$ cat config.mk
export PLATFORM = sky130hd
export DESIGN_NAME = operand_buffer_flat
export DESIGN_NICKNAME = d
export VERILOG_FILES = /design/src/rtl/operand_buffer_if.sv /design/src/rtl/operand_buffer.sv /design/src/flat_wrapper.sv
export SDC_FILE = /design/constraint.sdc
export NUM_CORES = 1
export LEC_CHECK = 0
export BUFFER_PORTS_ARGS = -buffer_cell sky130_fd_sc_hd__buf_2
export CORE_AREA = 8 8 96 98
export CTS_CLUSTER_DIAMETER = 150
export CTS_CLUSTER_SIZE = 12
export DETAILED_ROUTE_END_ITERATION = 10
export DIE_AREA = 0 0 104 106
export PLACE_DENSITY = 0.93
export SYNTH_ARGS = -nofsm -noshare
export SYNTH_HDL_FRONTEND = slang
export SYNTH_SLANG_ARGS = --single-unit
$ cat constraint.sdc
create_clock -name clk -period 2.7 [get_ports clk]
set_input_delay 0.135 -clock clk [delete_from_list [all_inputs] [get_ports clk]]
set_output_delay 0.135 -clock clk [all_outputs]
set_load 0.01 [all_outputs]
$ cat src/rtl/operand_buffer_if.sv
// Host-write, operand-select and array-edge signals of the operand buffer.
interface operand_buffer_if #(
    parameter int unsigned DATA_W = 8
);
    logic              load_en;
    logic [2:0]        mem_addr;
    logic [DATA_W-1:0] host_indata;
    logic              data_valid;
    logic [1:0]        a0_sel;
    logic [1:0]        a1_sel;
    logic [1:0]        b0_sel;
    logic [1:0]        b1_sel;
    logic              transpose;
    logic [DATA_W-1:0] a0;
    logic [DATA_W-1:0] a1;
    logic [DATA_W-1:0] b0;
    logic [DATA_W-1:0] b1;
    logic              frame_done;
    logic              bank_sel;

    // Control unit / host side
    modport master (
        output load_en, mem_addr, host_indata, data_valid,
        output a0_sel, a1_sel, b0_sel, b1_sel, transpose,
        input  a0, a1, b0, b1, frame_done, bank_sel
    );

    // Operand buffer side
    modport slave (
        input  load_en, mem_addr, host_indata, data_valid,
        input  a0_sel, a1_sel, b0_sel, b1_sel, transpose,
        output a0, a1, b0, b1, frame_done, bank_sel
    );
endinterface

$ cat src/rtl/operand_buffer.sv
// Operand storage ahead of the 2x2 systolic array: captures W0..W3/X0..X3,
// steers them onto the a0/a1/b0/b1 edges and registers them zero-gated.
// Optional macro OPERAND_PINGPONG_EN: two banks, read bank swaps on the
// address-7 write; otherwise one bank with write-through forwarding.
module operand_buffer #(
    parameter int unsigned DATA_W = 8
) (
    input  logic             clk,
    input  logic             rst,
    operand_buffer_if.slave  bus
);
`ifdef OPERAND_PINGPONG_EN
    localparam int unsigned NBANK = 2;
`else
    localparam int unsigned NBANK = 1;
`endif
    localparam int unsigned FRAME = 8;
    localparam int unsigned DEPTH = NBANK * FRAME;
    localparam int unsigned IDX_W = $clog2(DEPTH);
    localparam int unsigned EDGES = 4;

    logic [DATA_W-1:0] mem_q  [DEPTH];
    logic [DATA_W-1:0] mem_d  [DEPTH];
    logic [DATA_W-1:0] edge_q [EDGES];
    logic [DATA_W-1:0] edge_d [EDGES];
    logic              frame_done_q, frame_done_d;
    logic              bank_sel_q, bank_sel_d;
`ifdef OPERAND_PINGPONG_EN
    logic              wbank_q, wbank_d;
`endif

    logic [2:0]        sel_addr [EDGES];
    logic              sel_en   [EDGES];
    logic [DATA_W-1:0] sel_byte [EDGES];
    logic [IDX_W-1:0]  rd_idx   [EDGES];
    logic [IDX_W-1:0]  wr_idx;
    logic              frame_end;

    // Decode each edge's select code (and transpose) into a frame address
    always_comb begin
        sel_en[0]   = ~bus.a0_sel[1];
        sel_addr[0] = bus.a0_sel[0] ? 3'd1 : 3'd0;
        sel_en[1]   = ~bus.a1_sel[1];
        sel_addr[1] = bus.a1_sel[0] ? 3'd3 : 3'd2;
        sel_en[2]   = ~bus.b0_sel[1];
        sel_addr[2] = ~bus.b0_sel[0] ? 3'd4 : (bus.transpose ? 3'd6 : 3'd5);
        sel_en[3]   = ~bus.b1_sel[1];
        sel_addr[3] = bus.b1_sel[0] ? 3'd7 : (bus.transpose ? 3'd5 : 3'd6);
    end

    // Read the selected bytes, forwarding a same-cycle write in single-bank mode
    always_comb begin
        for (int i = 0; i < int'(EDGES); i++) begin
`ifdef OPERAND_PINGPONG_EN
            rd_idx[i]   = {bank_sel_q, sel_addr[i]};
            sel_byte[i] = mem_q[rd_idx[i]];
`else
            rd_idx[i]   = sel_addr[i];
            sel_byte[i] = mem_q[rd_idx[i]];
            if (bus.load_en && (bus.mem_addr == sel_addr[i])) begin
                sel_byte[i] = bus.host_indata;
            end
`endif
            edge_d[i] = (bus.data_valid && sel_en[i]) ? sel_byte[i] : '0;
        end
    end

    // Storage write, frame-end pulse and bank swap
    always_comb begin
        mem_d        = mem_q;
        frame_end    = bus.load_en && (bus.mem_addr == 3'd7);
        frame_done_d = frame_end;
`ifdef OPERAND_PINGPONG_EN
        wr_idx     = {wbank_q, bus.mem_addr};
        bank_sel_d = bank_sel_q;
        wbank_d    = wbank_q;
        if (frame_end) begin
            bank_sel_d = wbank_q;
            wbank_d    = ~wbank_q;
        end
`else
        wr_idx     = bus.mem_addr;
        bank_sel_d = 1'b0;
`endif
        if (bus.load_en) begin
            mem_d[wr_idx] = bus.host_indata;
        end
    end

    // State registers, cleared asynchronously while rst is low
    always_ff @(posedge clk or negedge rst) begin
        if (!rst) begin
            for (int i = 0; i < int'(DEPTH); i++) mem_q[i] <= '0;
            for (int i = 0; i < int'(EDGES); i++) edge_q[i] <= '0;
            frame_done_q <= 1'b0;
            bank_sel_q   <= 1'b0;
`ifdef OPERAND_PINGPONG_EN
            wbank_q      <= 1'b0;
`endif
        end else begin
            mem_q        <= mem_d;
            edge_q       <= edge_d;
            frame_done_q <= frame_done_d;
            bank_sel_q   <= bank_sel_d;
`ifdef OPERAND_PINGPONG_EN
            wbank_q      <= wbank_d;
`endif
        end
    end

    assign bus.a0         = edge_q[0];
    assign bus.a1         = edge_q[1];
    assign bus.b0         = edge_q[2];
    assign bus.b1         = edge_q[3];
    assign bus.frame_done = frame_done_q;
    assign bus.bank_sel   = bank_sel_q;
endmodule
$ cat src/flat_wrapper.sv
// flat-port wrapper written by rule: the top's interface ports become plain ports
module operand_buffer_flat 
#(
    parameter int unsigned DATA_W = 8
)
  (clk, rst, bus_load_en, bus_mem_addr, bus_host_indata, bus_data_valid, bus_a0_sel, bus_a1_sel, bus_b0_sel, bus_b1_sel, bus_transpose, bus_a0, bus_a1, bus_b0, bus_b1, bus_frame_done, bus_bank_sel);
  operand_buffer_if #(.DATA_W(DATA_W)) bus_i ();
  input  logic clk;
  input  logic rst;
  input wire logic [$bits(bus_i.load_en)-1:0] bus_load_en;
  input wire logic [$bits(bus_i.mem_addr)-1:0] bus_mem_addr;
  input wire logic [$bits(bus_i.host_indata)-1:0] bus_host_indata;
  input wire logic [$bits(bus_i.data_valid)-1:0] bus_data_valid;
  input wire logic [$bits(bus_i.a0_sel)-1:0] bus_a0_sel;
  input wire logic [$bits(bus_i.a1_sel)-1:0] bus_a1_sel;
  input wire logic [$bits(bus_i.b0_sel)-1:0] bus_b0_sel;
  input wire logic [$bits(bus_i.b1_sel)-1:0] bus_b1_sel;
  input wire logic [$bits(bus_i.transpose)-1:0] bus_transpose;
  output wire logic [$bits(bus_i.a0)-1:0] bus_a0;
  output wire logic [$bits(bus_i.a1)-1:0] bus_a1;
  output wire logic [$bits(bus_i.b0)-1:0] bus_b0;
  output wire logic [$bits(bus_i.b1)-1:0] bus_b1;
  output wire logic [$bits(bus_i.frame_done)-1:0] bus_frame_done;
  output wire logic [$bits(bus_i.bank_sel)-1:0] bus_bank_sel;
  assign bus_i.load_en = bus_load_en;
  assign bus_i.mem_addr = bus_mem_addr;
  assign bus_i.host_indata = bus_host_indata;
  assign bus_i.data_valid = bus_data_valid;
  assign bus_i.a0_sel = bus_a0_sel;
  assign bus_i.a1_sel = bus_a1_sel;
  assign bus_i.b0_sel = bus_b0_sel;
  assign bus_i.b1_sel = bus_b1_sel;
  assign bus_i.transpose = bus_transpose;
  assign bus_a0 = bus_i.a0;
  assign bus_a1 = bus_i.a1;
  assign bus_b0 = bus_i.b0;
  assign bus_b1 = bus_i.b1;
  assign bus_frame_done = bus_i.frame_done;
  assign bus_bank_sel = bus_i.bank_sel;
  operand_buffer #(.DATA_W(DATA_W)) u_core (.clk(clk), .rst(rst), .bus(bus_i));
endmodule
==> Flow_metrics.wiki <==
{| class="wikitable"
! Metric !! Value
|-
| GRT Overall Usage || 17.95%
|-
| Standard-cell row count || 33
|-
| Worst min-delay path class || in2reg
|-
| Final period demand of the worst path || between 1000 and 1500 ps
|-
| Maximum number of pins on one net before global-route repair || 73
|-
| Clock power frac || 26.7%
|-
| Remaining antenna violation count after routing || 0
|-
| Sequential group share of total power || 54.6%
|-
| Amount of wire on met2 after detailed routing || 4739 um
|-
| Starting density of the core || around three fifths
|-
| Number of enable flip-flop cells after synthesis || 0
|-
| Pre-CTS worst setup slack || 948.5 ps
|-
| Die outline height || 106 um
|-
| Count of inserted antenna diode cells || 0
|-
| Signal arrival time at the worst endpoint || 1650 ps
|-
| DR top layer || met4
|-
| Fmax || 735.8 MHz
|-
| Layout Nets || 415
|-
| Routability congestion estimate || 0.7838
|-
| Depth of the CTS H-tree || 3
|-
| Clock Pin Slew Worst Setup and Hold Paths || 100 ps
|-
| Number of antenna violations at the first check in global routing || 0
|-
| Ratio of cells with drive above 1 in the final layout || 41.16%
|-
| Critical Path End Type || flop
|-
| Wire length of the first global-routing pass || 15700 um
|-
| Via count of the first global-routing pass || 2943
|-
| Sort of element at the start of the critical path || input port
|-
| List of cells traversed by the critical path || buf_2 > or4b_4 > a31oi_4 > mux2i_1
|-
| Post-synthesis sequential area ratio || 52.89%
|-
| Launch point of the critical path || bus_transpose
|-
| Syn Inst Count || 352
|-
| Pin slew with the least headroom to its limit || 923.1 ps
|-
| Dominant synthesized flop cell || sky130_fd_sc_hd__dfrtp_1
|-
| Most common cell after layout, fill and taps aside || sky130_fd_sc_hd__dfrtp_1
|-
| Number of buffers inserted by port buffering || 56
|-
| Layout-stage area growth over the synthesis result || 10.31%
|-
| Post-detailed-route via-to-cell ratio || 5.764
|-
| Critical path depth || 4
|-
| Number of gates given a new drive strength after cts || 0
|-
| Worst flop-to-flop path endpoint || u_core.bus.b1[0]
|-
| Leakage || ~2.3 nW
|-
| Post-CTS setup-driven buffer insertion count || 0
|-
| Worst flop-to-flop path startpoint || u_core.mem_q[8]
|-
| Cell type group with the largest total delay on the critical path || simple AND/OR/NAND/NOR gates
|-
| Cell area power density || ~660 nW/um^2
|-
| Clock net sink count || 97
|-
| Required time of the critical path || 2990 ps
|-
| Total power draw || 0.003349 W
|-
| Router iterations before antenna repair || 4
|-
| GRT overflow || 0
|-
| Detail Placement HPWL || around 6600 um
|-
| Setup TNS || 0 ps
|-
| Critical setup path kind || in2reg
|-
| Total of fill cells in the finished design || 596
|-
| Die outline area || 11020 um^2
|-
| Total routed wirelength || 9632 um
|-
| Netlist area before placement || 4589 um^2
|-
| Core Box Area || about 8000 um^2
|-
| Top library cells by usage in the layout, fill and taps aside || 97 x sky130_fd_sc_hd__dfrtp_1, 72 x sky130_fd_sc_hd__mux2_2, 55 x sky130_fd_sc_hd__buf_2
|-
| Worst supply voltage drop on vdd || 0.4224 mV
|-
| TritonCTS clock tree || built
|-
| Count of endpoints failing hold in the final timing report || 0
|-
| CP max FO || 20
|-
| Depth of the worst hold-timing path || 3
|-
| Avg Cell Area, Syn || approximately 13 um^2
|-
| Critical path capture point || u_core.bus.b1[2]
|-
| Depth of the most critical reg-to-reg path || 3
|-
| Violation count after the first detailed-routing iteration || ~200
|-
| Number of pins with negative max-slew slack in the final report || 0
|-
| Internal power summed over all cells || between 0.002 and 0.0025 W
|-
| Horiz. Die Dim || ~100 um
|-
| Sum of routed wire segments on met1 || 4172 um
|-
| Switching power as a share of total power || between 20 and 30%
|-
| CTS Root Buffer Type || sky130_fd_sc_hd__clkbuf_8
|-
| Met3 wire len || roughly 520 um
|-
| Number of buffers inserted during clock tree synthesis || 9
|-
| Net switching component of the power || about 0.00097 W
|-
| Yosys warnings || 0
|-
| Worst Path Buf+Inv || 1
|-
| Cell at the slowest stage of the critical path || sky130_fd_sc_hd__or4b_4
|-
| Count of state elements after synthesis || 97
|-
| Count of vias placed by the detailed router || 2888
|-
| Max-Cap Viols || 0
|-
| Proportion of power drawn by combinational gates || about a fifth
|-
| Result of the run || completed
|-
| Register-to-Register Setup Slack || 1600 ps
|-
| Routed length per instance || 19.23 um
|-
| Nets in the synthesized netlist || between 300 and 400
|-
| Util after Layout || between 60 and 70%
|-
| Crit-path max cell delay || 610 ps
|-
| Multi-input logic area || 2007 um^2
|-
| Share of flip-flops with an asynchronous set or reset after synthesis || 100.0%
|-
| IO Count || 58
|-
| Footprint of the flip-flops and latches || 2427 um^2
|-
| Post-route clock period utilization || 50.34%
|-
| Post-CTS Hold Buffers || 1
|-
| Latest clock arrival within the worst-skew pair || between 300 and 400 ps
|-
| Yosys cell types || 35
|-
| Final setup margin || 1341 ps
|-
| Worst clock skew on the final layout || 13.42 ps
|-
| CTS Buffer Depth || 2
|-
| Number of design rule violations left after detail routing || 0
|-
| Setup repair after global routing missed its margin || no
|-
| Count of final setup violators || 0
|-
| Worst max-slew margin expressed relative to the limit || 38.33%
|}
-- per-stage QoR --
step	cell area [um^2]	std cells	hold WS, ps
finish	5062	501	146.3
global placement	4867	484	297.6
detailed placement	4867	484	306.8
CTS	5062	501	128.7
global route	5062	501	147.5
floorplan	4589	352	-160.6
-- layout make-up --
type                       instances  share of cell area (%)
inverter                           1                 0.07415
timing repair buffer              59                   6.080
sequential                        97                   47.95
clock buffer                       9                   2.447
tap                              105                   2.595
clock inverter                     7                   1.211
multi-input combinational        223                   39.64
-- synthesized netlist by cell type, drive strengths merged (4+ instances only) --
| library cell | count | area share (%) |
|---|---|---|
| o211ai | 8 | 1.3 |
| mux2 | 72 | 18 |
| mux2i | 40 | 8.7 |
| buf | 19 | 2.3 |
| nor2 | 8 | 0.65 |
| nand2 | 18 | 1.5 |
| dfrtp | 97 | 53 |
| nand2b | 7 | 1.1 |
| or2b | 5 | 0.82 |
| nor3 | 18 | 2.2 |
| a211oi | 16 | 3.5 |
| nand4b | 4 | 0.76 |
| a211o | 8 | 1.5 |
| clkbuf | 12 | 0.98 |
-- state kept, by name, indices dropped and copies added, names as in the netlist --
register,cells
u_core.bus.a0,8
u_core.bus.a1,8
u_core.bus.b0,8
u_core.bus.b1,8
u_core.bus.frame_done,1
u_core.mem_q,64
-- cells by family after synthesis --
family	synth area share, %
compound gates	7.252
xor+xnor	0.3817
buf+inv	3.380
flops	52.89
mux	26.39
other cells	0.08171
simple gates	9.624
-- per-layer routing --
layer	vias to the layer above	track usage, %
met4	0	8.273
met3	19	5.021
met5	-	0
met2	74	28.14
met1	1453	22.78
li1	1342	-
-- power by group through the flow --
stage	clock [W]	sequential, W	combinational, W
final	0.000895	0.00183	0.000625
after global routing	0.000975	0.00186	0.000680
after CTS	0.000912	0.00183	0.000631
after detailed placement	0	0.00186	0.000628
after global placement	0	0.00184	0.000602
after floorplan	0	0.00184	0.000438
-- worst min-delay path by stage --
| stage | startpoint | to | slack [ps] |
|---|---|---|---|
| after detailed placement | rst | u_core.mem_q[6] | 310 |
| after global placement | rst | u_core.bus.frame_done | 300 |
| after floorplan | rst | u_core.bus.a0[0] | -160 |
| after global routing | bus_host_indata[1] | u_core.bus.b0[1] | 150 |
| final | bus_host_indata[4] | u_core.bus.b0[4] | 150 |
| after CTS | bus_host_indata[7] | u_core.bus.b1[7] | 130 |
-- worst reg2reg max path, delay by kind of cell (launching register included) --
kind	cells	cell delay (ps)
flip-flops	1	400
multiplexers	2	370
AO/OA/AOI/OAI	1	190
Power figures use the tool's default switching activity.
